### src/rtl/cva5_fifo_ext.sv
`default_nettype none
// ============================================================================
// Module   : cva5_fifo_ext
// Brief    : First-word-fall-through synchronous FIFO of any depth, with an
//            occupancy count, almost-full threshold, flush and sticky errors.
// Revision : 1.0 - initial release
// ============================================================================
module cva5_fifo_ext #(
    parameter int DATA_WIDTH            = 32,
    parameter int FIFO_DEPTH            = 3,
    parameter int ALMOST_FULL_THRESHOLD = FIFO_DEPTH - 1
) (
    input  logic                             clk,
    input  logic                             rst_n,
    input  logic                             flush,
    input  logic                             push,
    input  logic [DATA_WIDTH-1:0]            data_in,
    input  logic                             pop,
    output logic [DATA_WIDTH-1:0]            data_out,
    output logic                             valid,
    output logic                             full,
    output logic                             almost_full,
    output logic [$clog2(FIFO_DEPTH+1)-1:0]  count,
    input  logic                             clear_errors,
    output logic                             overflow,
    output logic                             underflow
);
    localparam int CW = $clog2(FIFO_DEPTH + 1);
    localparam int PW = (FIFO_DEPTH > 1) ? $clog2(FIFO_DEPTH) : 1;
    localparam logic [CW-1:0] c_DEPTH = CW'(FIFO_DEPTH);
    localparam logic [CW-1:0] c_AF    = CW'(ALMOST_FULL_THRESHOLD);

    logic [DATA_WIDTH-1:0] r_mem [FIFO_DEPTH];
    logic [PW-1:0]         r_wr_ptr;
    logic [PW-1:0]         r_rd_ptr;
    logic [CW-1:0]         r_count;
    logic                  r_overflow;
    logic                  r_underflow;

    logic w_full;
    logic w_valid;
    logic w_push_acc;
    logic w_pop_acc;
    logic w_push_drop;
    logic w_pop_ignore;

    // Status decoded only from the registered count, never from push/pop
    assign w_full  = (r_count == c_DEPTH);
    assign w_valid = (r_count != '0);

    assign w_push_acc   = push & ~flush & (~w_full | pop);
    assign w_pop_acc    = pop & ~flush & w_valid;
    assign w_push_drop  = push & ~flush & w_full & ~pop;
    assign w_pop_ignore = pop & ~flush & ~w_valid;

    always_ff @(posedge clk or negedge rst_n) begin
        if (!rst_n) begin
            for (int i = 0; i < FIFO_DEPTH; i++) begin
                r_mem[i] <= '0;
            end
        end else if (w_push_acc) begin
            r_mem[r_wr_ptr] <= data_in;
        end
    end

    generate
        if (FIFO_DEPTH > 1) begin : g_ptr_multi
            localparam logic [PW-1:0] c_LAST = PW'(FIFO_DEPTH - 1);

            // Explicit wrap so non-power-of-two depths stay in range
            function automatic logic [PW-1:0] f_inc(input logic [PW-1:0] p);
                return (p == c_LAST) ? '0 : p + 1'b1;
            endfunction

            always_ff @(posedge clk or negedge rst_n) begin
                if (!rst_n) begin
                    r_wr_ptr <= '0;
                    r_rd_ptr <= '0;
                end else if (flush) begin
                    r_wr_ptr <= '0;
                    r_rd_ptr <= '0;
                end else begin
                    if (w_push_acc) r_wr_ptr <= f_inc(r_wr_ptr);
                    if (w_pop_acc)  r_rd_ptr <= f_inc(r_rd_ptr);
                end
            end
        end else begin : g_ptr_single
            assign r_wr_ptr = '0;
            assign r_rd_ptr = '0;
        end
    endgenerate

    always_ff @(posedge clk or negedge rst_n) begin
        if (!rst_n) begin
            r_count <= '0;
        end else if (flush) begin
            r_count <= '0;
        end else begin
            r_count <= r_count + CW'(w_push_acc) - CW'(w_pop_acc);
        end
    end

    // Setting wins over clearing in the same cycle
    always_ff @(posedge clk or negedge rst_n) begin
        if (!rst_n) begin
            r_overflow  <= 1'b0;
            r_underflow <= 1'b0;
        end else begin
            r_overflow  <= w_push_drop  | (r_overflow  & ~clear_errors);
            r_underflow <= w_pop_ignore | (r_underflow & ~clear_errors);
        end
    end

    assign data_out    = r_mem[r_rd_ptr];
    assign valid       = w_valid;
    assign full        = w_full;
    assign almost_full = (r_count >= c_AF);
    assign count       = r_count;
    assign overflow    = r_overflow;
    assign underflow   = r_underflow;

endmodule
`default_nettype wire
### config.mk
export PLATFORM = sky130hd
export DESIGN_NAME = cva5_fifo_ext
export DESIGN_NICKNAME = d
export VERILOG_FILES = /design/src/rtl/cva5_fifo_ext.sv
export SDC_FILE = /design/constraint.sdc
export NUM_CORES = 1
export LEC_CHECK = 0
export CAP_MARGIN = 20
export CORE_ASPECT_RATIO = 1.75
export CORE_UTILIZATION = 24
export CTS_CLUSTER_SIZE = 40
export DETAILED_ROUTE_END_ITERATION = 8
export PLACE_DENSITY = 0.39
export SLEW_MARGIN = 20
export SYNTH_ARGS = -nofsm -noshare
export SYNTH_HDL_FRONTEND = slang
export SYNTH_SLANG_ARGS = --single-unit
### constraint.sdc
create_clock -name clk -period 1.95 [get_ports clk]
set_input_delay 0.39 -clock clk [delete_from_list [all_inputs] [get_ports clk]]
set_output_delay 0.39 -clock clk [all_outputs]
set_load 0.05 [all_outputs]
After elaboration in Yosys (flattened, before gate mapping)
Index checks and enable logic that the tools add are counted.
- add/subtract/negate cells: 4
- magnitude comparators: 4
- eq/ne operators: 3
- mux-type cells: 13
- bitwise operators: 19
- reductions and logical operators: 4
- operators by type and width (operator ; count):
    bitwise mux 96 bit ; 1
    two-way mux 32 bit ; 3
    binary-select mux 32 bit (select 2 bit) ; 1
    demux 32 bit (select 2 bit) ; 1
    two-way mux 2 bit ; 7
    AND 1 bit ; 9
    equality test 2 bit (second input constant) ; 3
    >= comparator 3 bit (second input constant) ; 2
    NOT 2 -> 3 bit ; 2
    nonzero test 2 bit ; 3
    NOT 1 bit ; 5
    adder 2 x 1 -> 2 bit (second input constant) ; 2
    < comparator 3 x 1 -> 1 bit (second input constant) ; 1
    OR 1 bit ; 3
    adder 2 x 1 -> 2 bit ; 1
    >= comparator 2 bit (second input constant) ; 1
    subtractor 2 x 1 -> 2 bit ; 1
    logical AND 1 bit ; 1
- bits in registers: 104
- input port bits: 38
- word-level logic and storage cells: 55

Longest topological paths before layout
Gate-level depths: netlist (run 1).
- word-level depth: 7
- gate-level depth with buffers: 7
- depth with buffers taken out: 7

Worst setup path before layout (run 1)
Ideal clock, no wire load.
- kind: reg2out
- start point: reg r_rd_ptr[0]
- end point: out data_out[10]
- arrival: 1.939 ns
- required time: 1.560 ns
- slack: -0.379 ns
- cell stages (with the launch flop): 5
- cells stage by stage: dfrtp_1 > buf_2 > buf_2 > mux2i_1 > o21ai_0
- longest elaborated chain between the ends: 4
- ends and longest elaborated chain (what ; RTL line ; RTL):
    start: declaration ; 35 ; logic [PW-1:0] r_rd_ptr;
    start signal: assignment ; 84 ; if (w_pop_acc) r_rd_ptr <= f_inc(r_rd_ptr);
    NOT 2 -> 3 bit (implied by the code) ; 114 ; assign data_out = r_mem[r_rd_ptr];
    binary-select mux 32 bit (select 2 bit) ; 114 ;
    two-way mux 32 bit (implied by the code) (2 in series) ; 114 ;
    end: declaration ; 19 ; output logic [DATA_WIDTH-1:0] data_out,
Every way passes these cells. The select of a mux whose other input is x is not followed.

Worst setup path after layout (run 1)
- start point: reg r_rd_ptr[0]
- end point: out data_out[1]
The elaborated chain is that of the path after synthesis.

==> flow_summary.yaml, run 1 <==
logic_synthesis:
  synth.area.top_cells: "dfrtp_1, mux2_2, mux2i_1, o21ai_0, nand2_1"
  ys_types: 31
  synthesis.yosys.warnings: 0
  synthesis.area_per_instance_um2: 13.4
  synth_area_leader_cell: "dfrtp_1"
  sequential_fraction_of_the_synthesis_area_pct: 55.3
  instance_count_of_the_mapped_netlist: 351
  syn-num-nets: 391
  netlist_area_um2: 4700
  synth.ff_latch_count: 104
  yosys_top_cell_area_share_pct: 55.3
cts:
  clock_tree_from_tritoncts: "yes"
  cts.htree.levels: 3
  numClockSinks: 104
  clock_tree.root_cell: "clkbuf_16"
  cts_buffers: 9
  maximum_clock_insertion_buffer_count: 2
  clk-insertion-delay-late_ns: 0.35
  cts.clk_slew.worst_paths_ns: 0.08
worst_setup_path:
  worst-endpoint-required_ns: 1.56
  cp_common_cell: "buf_12"
  worst_ep_arrival_time_ns: 1.60
  max_stage_delay_ns: 0.48
  timing_worst_setup_path_type: "register to primary output"
  worst_path_max_delay_cell: "dfrtp_2"
  worstPathMaxFanout: 7
  crit_path_start: "r_rd_ptr[0]"
  worst_setup_path_end_kind: "primary output"
  worst_r2r_startpoint: "count[1]"
  crit_chain: "nor2b_4 -> buf_12 -> clkbuf_16 -> nand2_2 -> o21ai_2 -> buf_12"
  crit_path_start_kind: "register"
floorplan:
  placement_rows: 67
  top_ports: 77
  start_util_pct: 24.5
  fp.coreArea_um2: 19200
  die-width_um: 108
  fp.dieArea_um2: 20200
  chipHeight_um: 187
placed_design:
  dpl.hpwl_um: 7830
  placement.cell_area_um2: 6320
  io_buffer_count: 76
  gp_congestion: 0.685
  pre_cts_ws_ns: -0.0715
drt:
  wl_per_cell_um: 17.6
  drt-initial-drc-count: 59
  detail_route.drc_violations: 0
  detail_route.wirelength_um: 12100
  via_count: 3077
  vias_per_cell: 4.46
  detailedRoute.firstPassIterationCount: 4
  detail-route-antenna-nets: 0
sta:
  fmax_mhz: 503
  slew-limit-headroom_pct: 66.3
  holdWs_ns: 0.469
  setup_viol_count_final: 22
  slew_violations: 0
  setup_total_negative_slack_ns: -0.459
  final.setup.worst_slack_ns: -0.0387
  layout_worst_path_cycle_share_pct: 102
  rsz0062_at_grt: "yes"
  final_period_minus_worst_setup_slack_ns: 1.99
  final.setup_skew_ns: 0.0119
  worstMarginPinSlew_ns: 0.504
  hold_viol: 0
power:
  powerDensity_nw_per_um2: 1180
  total_leakage_power_uw: 0.00291
  vdd_drop_max_v: 0.000400
finish:
  n_antenna_cell: 0
  finalNetCount: 484
  drive_gt1_share_pct: 55.5
  synthToLayoutAreaGrowth_pct: 46.7
  finalCoreUtilization_pct: 35.9
  final_design_area_no_fill_um2: 6900
run_status:
  status: "complete, but fails checks"
  violations_in_the_final_reports: "negative setup slack"
job:
  drv_cap: 0
global_routing:
  first_global_vias: 3292
  pin_count_of_the_biggest_net_entering_global_routing: 41
  grt-ovfl-total: 0
  track_usage_pct: 12.2
  wire_length_of_the_first_global_routing_pass_um: 18500
  grt_antenna_before_repair: 0
min_path:
  min_delay_path_class: "primary input to async pin"
-- cell usage after synthesis (all sizes together) --
library cell,n
a21bo,2
a21oi,3
and2,1
and2b,1
buf,15
clkbuf,6
dfrtp,104
ha,2
inv,4
mux2,96
mux2i,32
nand2,35
nand2b,1
nand3,1
nand3b,1
nand4b,2
nor2,2
nor2b,3
o21ai,33
o22ai,1
o32ai,1
or2,1
or3,1
or3b,1
xnor2,1
xor2,1
-- power breakdown --
group	internal, uW	switching, uW
clock network	917	829
registers	2740	340
logic	1690	1630
total	5350	2800
-- critical path, delay by kind of cell (launching register included) --
| family | cells | cell delay [ns] |
|---|---|---|
| AOI/OAI and AO/OA | 1 | 0.09 |
| and+or+nand+nor | 2 | 0.21 |
| buffers and inverters | 3 | 0.48 |
| DFF | 1 | 0.48 |
-- flip-flops by register name (all words and copies together) (netlist names) --
| name | flops |
|---|---|
| count | 2 |
| overflow | 1 |
| r_mem | 96 |
| r_rd_ptr | 2 |
| r_wr_ptr | 2 |
| underflow | 1 |
-- through the flow --
stage                     power [uW]  instances
after CTS                       8110        686
final                           8150        690
after global placement          6250        669
after global routing            8540        690
after detailed placement        6310        669
after floorplan                 4830        351
-- cells by family after synthesis --
family          Yosys count  share of synthesized area, %
mux                     128                          29.8
flops                   104                          55.3
simple gates             50                          5.85
compound gates           40                          4.58
buf+inv                  25                          3.51
xor+xnor                  2                         0.373
fa+ha+maj                 2                         0.532
-- area by class of cell --
type	instances	area [um^2]
timing repair buffer	103	1510
multi-input combinational	222	2190
tap	241	302
fill	1832	12300
clock buffer	11	243
clock inverter	5	40.0
sequential	104	2610
inverter	4	15.0
-- what timing repair did --
item / 4_1_cts / 5_1_grt
gates cloned: 0 / 3
resized for setup: 12 / 42
setup buffers: 0 / 1
endpoints found under the hold margin: 17 / 0
setup endpoints to repair: 18 / 32
hold buffers: 1 / 0
-- layout by cell type, fill, tap and decap left out, types with 2 or more instances in the layout --
master,count
mux2_1,2
buf_8,2
ha_1,2
nor2b_4,2
dfrtp_1,101
a21oi_1,3
buf_12,45
mux2i_1,24
mux2i_2,8
nor2_1,2
o21ai_2,28
a21bo_2,2
inv_6,3
clkdlybuf4s50_1,38
nand4b_4,2
dfrtp_2,3
buf_4,13
nand2_1,12
clkbuf_16,12
nand2_2,22
inv_1,4
mux2_2,94
o21ai_4,4
-- final timing paths --
path	to	slack (ns)	depth (start not counted)
worst min-delay path	r_mem[17]	0.47	2
worst max-delay path	data_out[1]	-0.04	6
worst min register to register	r_mem[75]	0.50	1
max in group asynchronous	r_mem[6]	0.89	3
min in group clk	r_mem[75]	0.50	1
worst max register to register	count[0]	0.26	6
-- layer usage --
metal	track usage, %	up-vias	share of wire (%)
li1	-	1430	-
met1	14.9	1598	42
met2	21.4	42	54
met3	1.95	7	2.4
met4	4.43	0	1.3
met5	0	-	0
Note: power is estimated with default switching activity, not from simulation.
==> inputs of run 2 (changes only) <==
Settings changed: GPL_ROUTABILITY_DRIVEN from default to 0, PLACE_DENSITY 0.39 to default.
Clock period 1.95 ns to 2.3 ns, I/O delays scaled along.
==> run 2 against run 1 <==
- the flow now finishes without violations
- setup slack better by 0.13 ns
- largest cell class unchanged
- design area down 6.0%
- hold slack worse by 0.39 ns
- critical endpoint is now data_out[22]
==> flow_summary.yaml, run 2 (synthesized netlist as in run 1, its figures left out) <==
cts:
  clock_tree.root_cell: "clkbuf_16"
  clock_tree_from_tritoncts: "yes"
  cts.htree.levels: 3
  clk-insertion-delay-late_ns: 0.35
  cts.clk_slew.worst_paths_ns: 0.07
  cts_buffers: 9
  numClockSinks: 104
  cts_hold_buffers: 0
  post_cts_buffers: 0
  maximum_clock_insertion_buffer_count: 2
worst_setup_path:
  worst_r2r_startpoint: "count[1]"
  timing_worst_setup_path_type: "register to primary output"
  worst_ep_arrival_time_ns: 1.75
  worst_reg2reg_endpoint: "count[0]"
  worst_r2r_path_depth: 6
  worstPathMaxFanout: 22
  worst-endpoint-required_ns: 1.84
  crit_path_start_kind: "register"
  worst_setup_path_end_kind: "primary output"
  worst-r2r-setup-slack_ns: 0.54
finish:
  finalCoreUtilization_pct: 33.8
  flip_flop_count_of_the_largest_register_all_copies_and_words_added: 96
  final_design_area_no_fill_um2: 6480
  fillerInstances: 1872
  layout.cells.most_common_list: "dfrtp_1, mux2_2, clkdlybuf4s50_1, buf_12, nand2_1"
  final_cell_count_no_fill: 680
  finalNetCount: 474
  largest-register: "r_mem"
  n_antenna_cell: 0
  drive_gt1_share_pct: 39.4
  layout_commonest_cell: "dfrtp_1"
  synthToLayoutAreaGrowth_pct: 37.9
sta:
  slew_violations: 0
  setup_viol_count_final: 0
  slew-limit-headroom_pct: 66.6
  layout_worst_path_cycle_share_pct: 96.1
  hold_viol: 0
  final_period_minus_worst_setup_slack_ns: 2.21
  setup_total_negative_slack_ns: 0
  worstMarginPinSlew_ns: 0.501
  rsz0062_at_grt: "no"
  final.setup.worst_slack_ns: 0.0906
  final.setup_skew_ns: 0.00637
  fmax_mhz: 453
global_routing:
  first_global_vias: 3331
  wire_length_of_the_first_global_routing_pass_um: 17700
  grt-ovfl-total: 0
  pin_count_of_the_biggest_net_entering_global_routing: 40
  track_usage_pct: 11.6
  grt_antenna_before_repair: 0
run_status:
  status: "complete, no violations"
placed_design:
  io_buffer_count: 76
  post-place-cells: 664
  dpl.hpwl_um: 7440
  placement.cell_area_um2: 6170
  pre_cts_ws_ns: 0.135
floorplan:
  fp.dieArea_um2: 20200
  start_util_pct: 24.5
  top_ports: 77
  die-width_um: 108
  chipHeight_um: 187
  placement_rows: 67
  fp.coreArea_um2: 19200
power:
  vdd_drop_max_v: 0.000436
  powerDensity_nw_per_um2: 1040
  total_leakage_power_uw: 0.00274
job:
  drv_cap: 0
drt:
  detail_route.wirelength_um: 10700
  vias_per_cell: 4.43
  detail-route-antenna-nets: 0
  detailedRoute.firstPassIterationCount: 4
  via_count: 3014
  detail_route.drc_violations: 0
  drt-initial-drc-count: 57
  wl_per_cell_um: 15.8
min_path:
  min_delay_path_class: "primary input to async pin"
-- run 2: changes by cell type in the layout (fill, tap and decap cells not counted), moves of 3 or more --
cell	delta
buf_4	-4
mux2i_2	-8
o21ai_2	-26
clkdlybuf4s50_1	+3
clkbuf_16	-3
buf_12	-5
mux2i_1	+8
nand2_2	-22
nand2_1	+23
o21ai_4	-4
o21ai_1	+29
-- run 2: how the worst max path moves through the flow --
stage                           start      endpoint  slack (ns)  cells after the start
after detailed placement          pop     r_mem[64]        0.14                      5
final                     r_rd_ptr[0]  data_out[22]        0.09                      6
after floorplan           r_rd_ptr[1]   data_out[7]         0.1                      2
after CTS                 r_rd_ptr[1]   data_out[7]       0.005                      6
after global routing      r_rd_ptr[1]   data_out[9]       0.003                      6
after global placement            pop      count[0]        0.16                      7
-- run 2: critical path, cell delays in order, from the launching register on --
cell	delay, ns
dfrtp_2	0.42
buf_12	0.18
nor2b_4	0.17
buf_12	0.18
nand2_1	0.06
o21ai_1	0.18
buf_12	0.18
-- run 2: through the flow --
step / power [uW] / hold WS, ns
floorplan: 4040 / 0.164
global placement: 5200 / 0.460
detailed placement: 5280 / 0.466
CTS: 6860 / 0.0816
global route: 7090 / 0.104
finish: 6760 / 0.0775
-- run 2: area by class of cell --
| type | count | area, um^2 | area share [%] |
|---|---|---|---|
| clock inverter | 7 | 76.3 | 1.18 |
| sequential | 104 | 2600 | 40.2 |
| inverter | 4 | 15.0 | 0.232 |
| multi-input combinational | 222 | 1950 | 30.1 |
| clock buffer | 9 | 225 | 3.47 |
| timing repair buffer | 93 | 1310 | 20.2 |
| tap | 241 | 302 | 4.65 |
-- run 2: report_power, final --
part | internal [uW] | switching [uW] | total, uW
clock | 854 | 695 | 1550
sequential | 2320 | 250 | 2570
combinational | 1320 | 1320 | 2640
total | 4500 | 2260 | 6760
-- run 2: routing by layer --
| layer | share of wire [%] | wire [um] | track usage, % |
|---|---|---|---|
| met1 | 40 | 4320 | 13.3 |
| met2 | 55 | 5910 | 21.1 |
| met3 | 3.0 | 320 | 2.30 |
| met4 | 1.4 | 153 | 4.00 |
| met5 | 0 | 0 | 0 |
-- run 2: repair_timing --
action | 4_1_cts | 5_1_grt
pin swaps | 0 | 0
setup endpoints to repair | 2 | 11
endpoints found under the hold margin | 0 | 0
gates cloned | 0 | 0
gates resized for setup | 2 | 5
==> inputs of run 3 (changes only) <==
Settings changed: CORE_ASPECT_RATIO 1.75 to 0.8, TNS_END_PERCENT from default to 100.
==> run 3 against run 2 <==
- critical path depth down 1
- routed wire length decreased by 0.35%
- core utilization rose by 0.28 points
- total power shrank 0.14%
- first-iteration DRC count is 95% higher
- sequential share of layout area shrank 0.062 points
- critical endpoint is now data_out[15]
- highest routed layer unchanged
==> flow_summary.yaml, run 3 (synthesized netlist as in run 1, its figures left out) <==
run_status:
  status: "complete, no violations"
worst_setup_path:
  worst_ep_arrival_time_ns: 1.75
  worst_setup_path_end_kind: "primary output"
  worstPathMaxFanout: 14
  crit_path_start_kind: "register"
  timing_worst_setup_path_type: "register to primary output"
  worst-endpoint-required_ns: 1.84
  worst-r2r-setup-slack_ns: 0.54
sta:
  worstMarginPinSlew_ns: 0.499
  setup_total_negative_slack_ns: 0
  hold_viol: 0
  rsz0062_at_grt: "no"
  setup_viol_count_final: 0
  slew-limit-headroom_pct: 66.6
  final.setup.worst_slack_ns: 0.0869
  final_period_minus_worst_setup_slack_ns: 2.21
  slew_violations: 0
  final.setup_skew_ns: 0.00382
  layout_worst_path_cycle_share_pct: 96.2
  fmax_mhz: 452
floorplan:
  fp.coreArea_um2: 19100
  start_util_pct: 24.6
  top_ports: 77
  die-width_um: 158
  fp.dieArea_um2: 20200
  placement_rows: 45
  chipHeight_um: 127
cts:
  clock_tree_from_tritoncts: "yes"
  maximum_clock_insertion_buffer_count: 2
  clock_tree.root_cell: "clkbuf_16"
  clk-insertion-delay-late_ns: 0.34
  cts_buffers: 9
  numClockSinks: 104
  cts.clk_slew.worst_paths_ns: 0.07
  cts.htree.levels: 3
finish:
  finalNetCount: 477
  layout.cells.most_common_list: "dfrtp_1, mux2_2, clkdlybuf4s50_1, buf_12, nand2_1"
  fillerInstances: 1836
  n_antenna_cell: 0
  drive_gt1_share_pct: 39.6
  largest-register: "r_mem"
  layout_commonest_cell: "dfrtp_1"
  flip_flop_count_of_the_largest_register_all_copies_and_words_added: 96
  synthToLayoutAreaGrowth_pct: 38.2
power:
  power.sequential.fraction_pct: 38.3
  powerDensity_nw_per_um2: 1040
  power_switching_uw: 2250
  swShare_pct: 33.4
  power.internal_uw: 4500
  vdd_drop_max_v: 0.000492
  total_leakage_power_uw: 0.00273
  p_comb_share_pct: 39.2
  power.share.clock_pct: 22.5
job:
  drv_cap: 0
global_routing:
  grt_antenna_before_repair: 0
  grt-ovfl-total: 0
  first_global_vias: 3315
  track_usage_pct: 11.5
  pin_count_of_the_biggest_net_entering_global_routing: 55
  wire_length_of_the_first_global_routing_pass_um: 17500
drt:
  route.layer.met1.wl_um: 4800
  detail-route-antenna-nets: 0
  vias_per_cell: 4.30
  detailedRoute.firstPassIterationCount: 4
  via_count: 3009
  dr.max_layer_used: "met4"
  met3_wirelength_um: 428
  wl_per_cell_um: 15.2
  drt-initial-drc-count: 111
  wl_met2_um: 5290
  detail_route.wirelength_um: 10700
  detail_route.drc_violations: 0
placed_design:
  dpl.hpwl_um: 7390
  io_buffer_count: 76
  pre_cts_ws_ns: 0.143
min_path:
  min_delay_path_class: "register to register"
-- run 3: cell types whose count changed in the layout (fill, tap and decap cells not counted), moves of 2 or more --
cell / before / now
o21ai_0: 2 / 4
buf_12: 40 / 38
buf_4: 9 / 13
o21ai_1: 29 / 27
inv_6: 3 / 1
-- run 3: worst max-delay path, stage by stage (launching register included) --
cell	delay [ns]
dfrtp_4	0.58
nor2b_4	0.15
buf_4	0.22
nand2_1	0.08
o21ai_1	0.19
buf_12	0.18
-- run 3: what timing repair did --
item | 4_1_cts | 5_1_grt
resized for setup | 3 | 2
setup endpoints to repair | 8 | 12
endpoints found under the hold margin | 18 | 0
hold buffers | 1 | 0
setup buffers | 0 | 4
-- run 3: final timing paths --
kind / startpoint / endpoint / depth (start not counted)
worst max-delay path: r_rd_ptr[0] / data_out[15] / 5
max in group asynchronous: rst_n / r_mem[47] / 3
worst max register to register: count[1] / count[0] / 6
worst min-delay path: r_mem[45] / r_mem[45] / 1
worst min register to register: r_mem[45] / r_mem[45] / 1
min in group asynchronous: rst_n / r_mem[68] / 2
-- run 3: layer usage --
metal / vias up / track usage [%]
met5: - / 0
met4: 0 / 3.85
met3: 13 / 3.09
met2: 56 / 19.3
met1: 1533 / 14.2
li1: 1407 / -
-- run 3: final cells by class --
cell class,instances,area [um^2],area share [%]
multi-input combinational,222,1950,30.0
clock inverter,7,71.3,1.10
inverter,4,15.0,0.231
tap,258,323,4.97
timing repair buffer,96,1310,20.1
clock buffer,9,225,3.47
sequential,104,2610,40.1
-- run 3: metrics by stage --
| step | hold slack (ns) | power [uW] | area, um^2 | util, % | cells |
|---|---|---|---|---|---|
| final | 0.504 | 6750 | 6500 | 34.0 | 700 |
| after global routing | 0.518 | 7090 | 6500 | 34.0 | 700 |
| after CTS | 0.508 | 6830 | 6460 | 33.9 | 696 |
| after detailed placement | 0.367 | 5280 | 6150 | 32.2 | 679 |
| after global placement | 0.354 | 5190 | 6150 | 32.2 | 679 |
| after floorplan | 0.164 | 4040 | 4700 | - | 351 |
-- run 3: power groups by stage --
stage	Sequential (uW)	Clock (uW)	Combinational (uW)
2_1_floorplan	2560	0	1480
3_3_place_gp	2580	0	2610
3_5_place_dp	2630	0	2660
4_1_cts	2590	1570	2660
5_1_grt	2650	1660	2780
6_report	2590	1520	2650
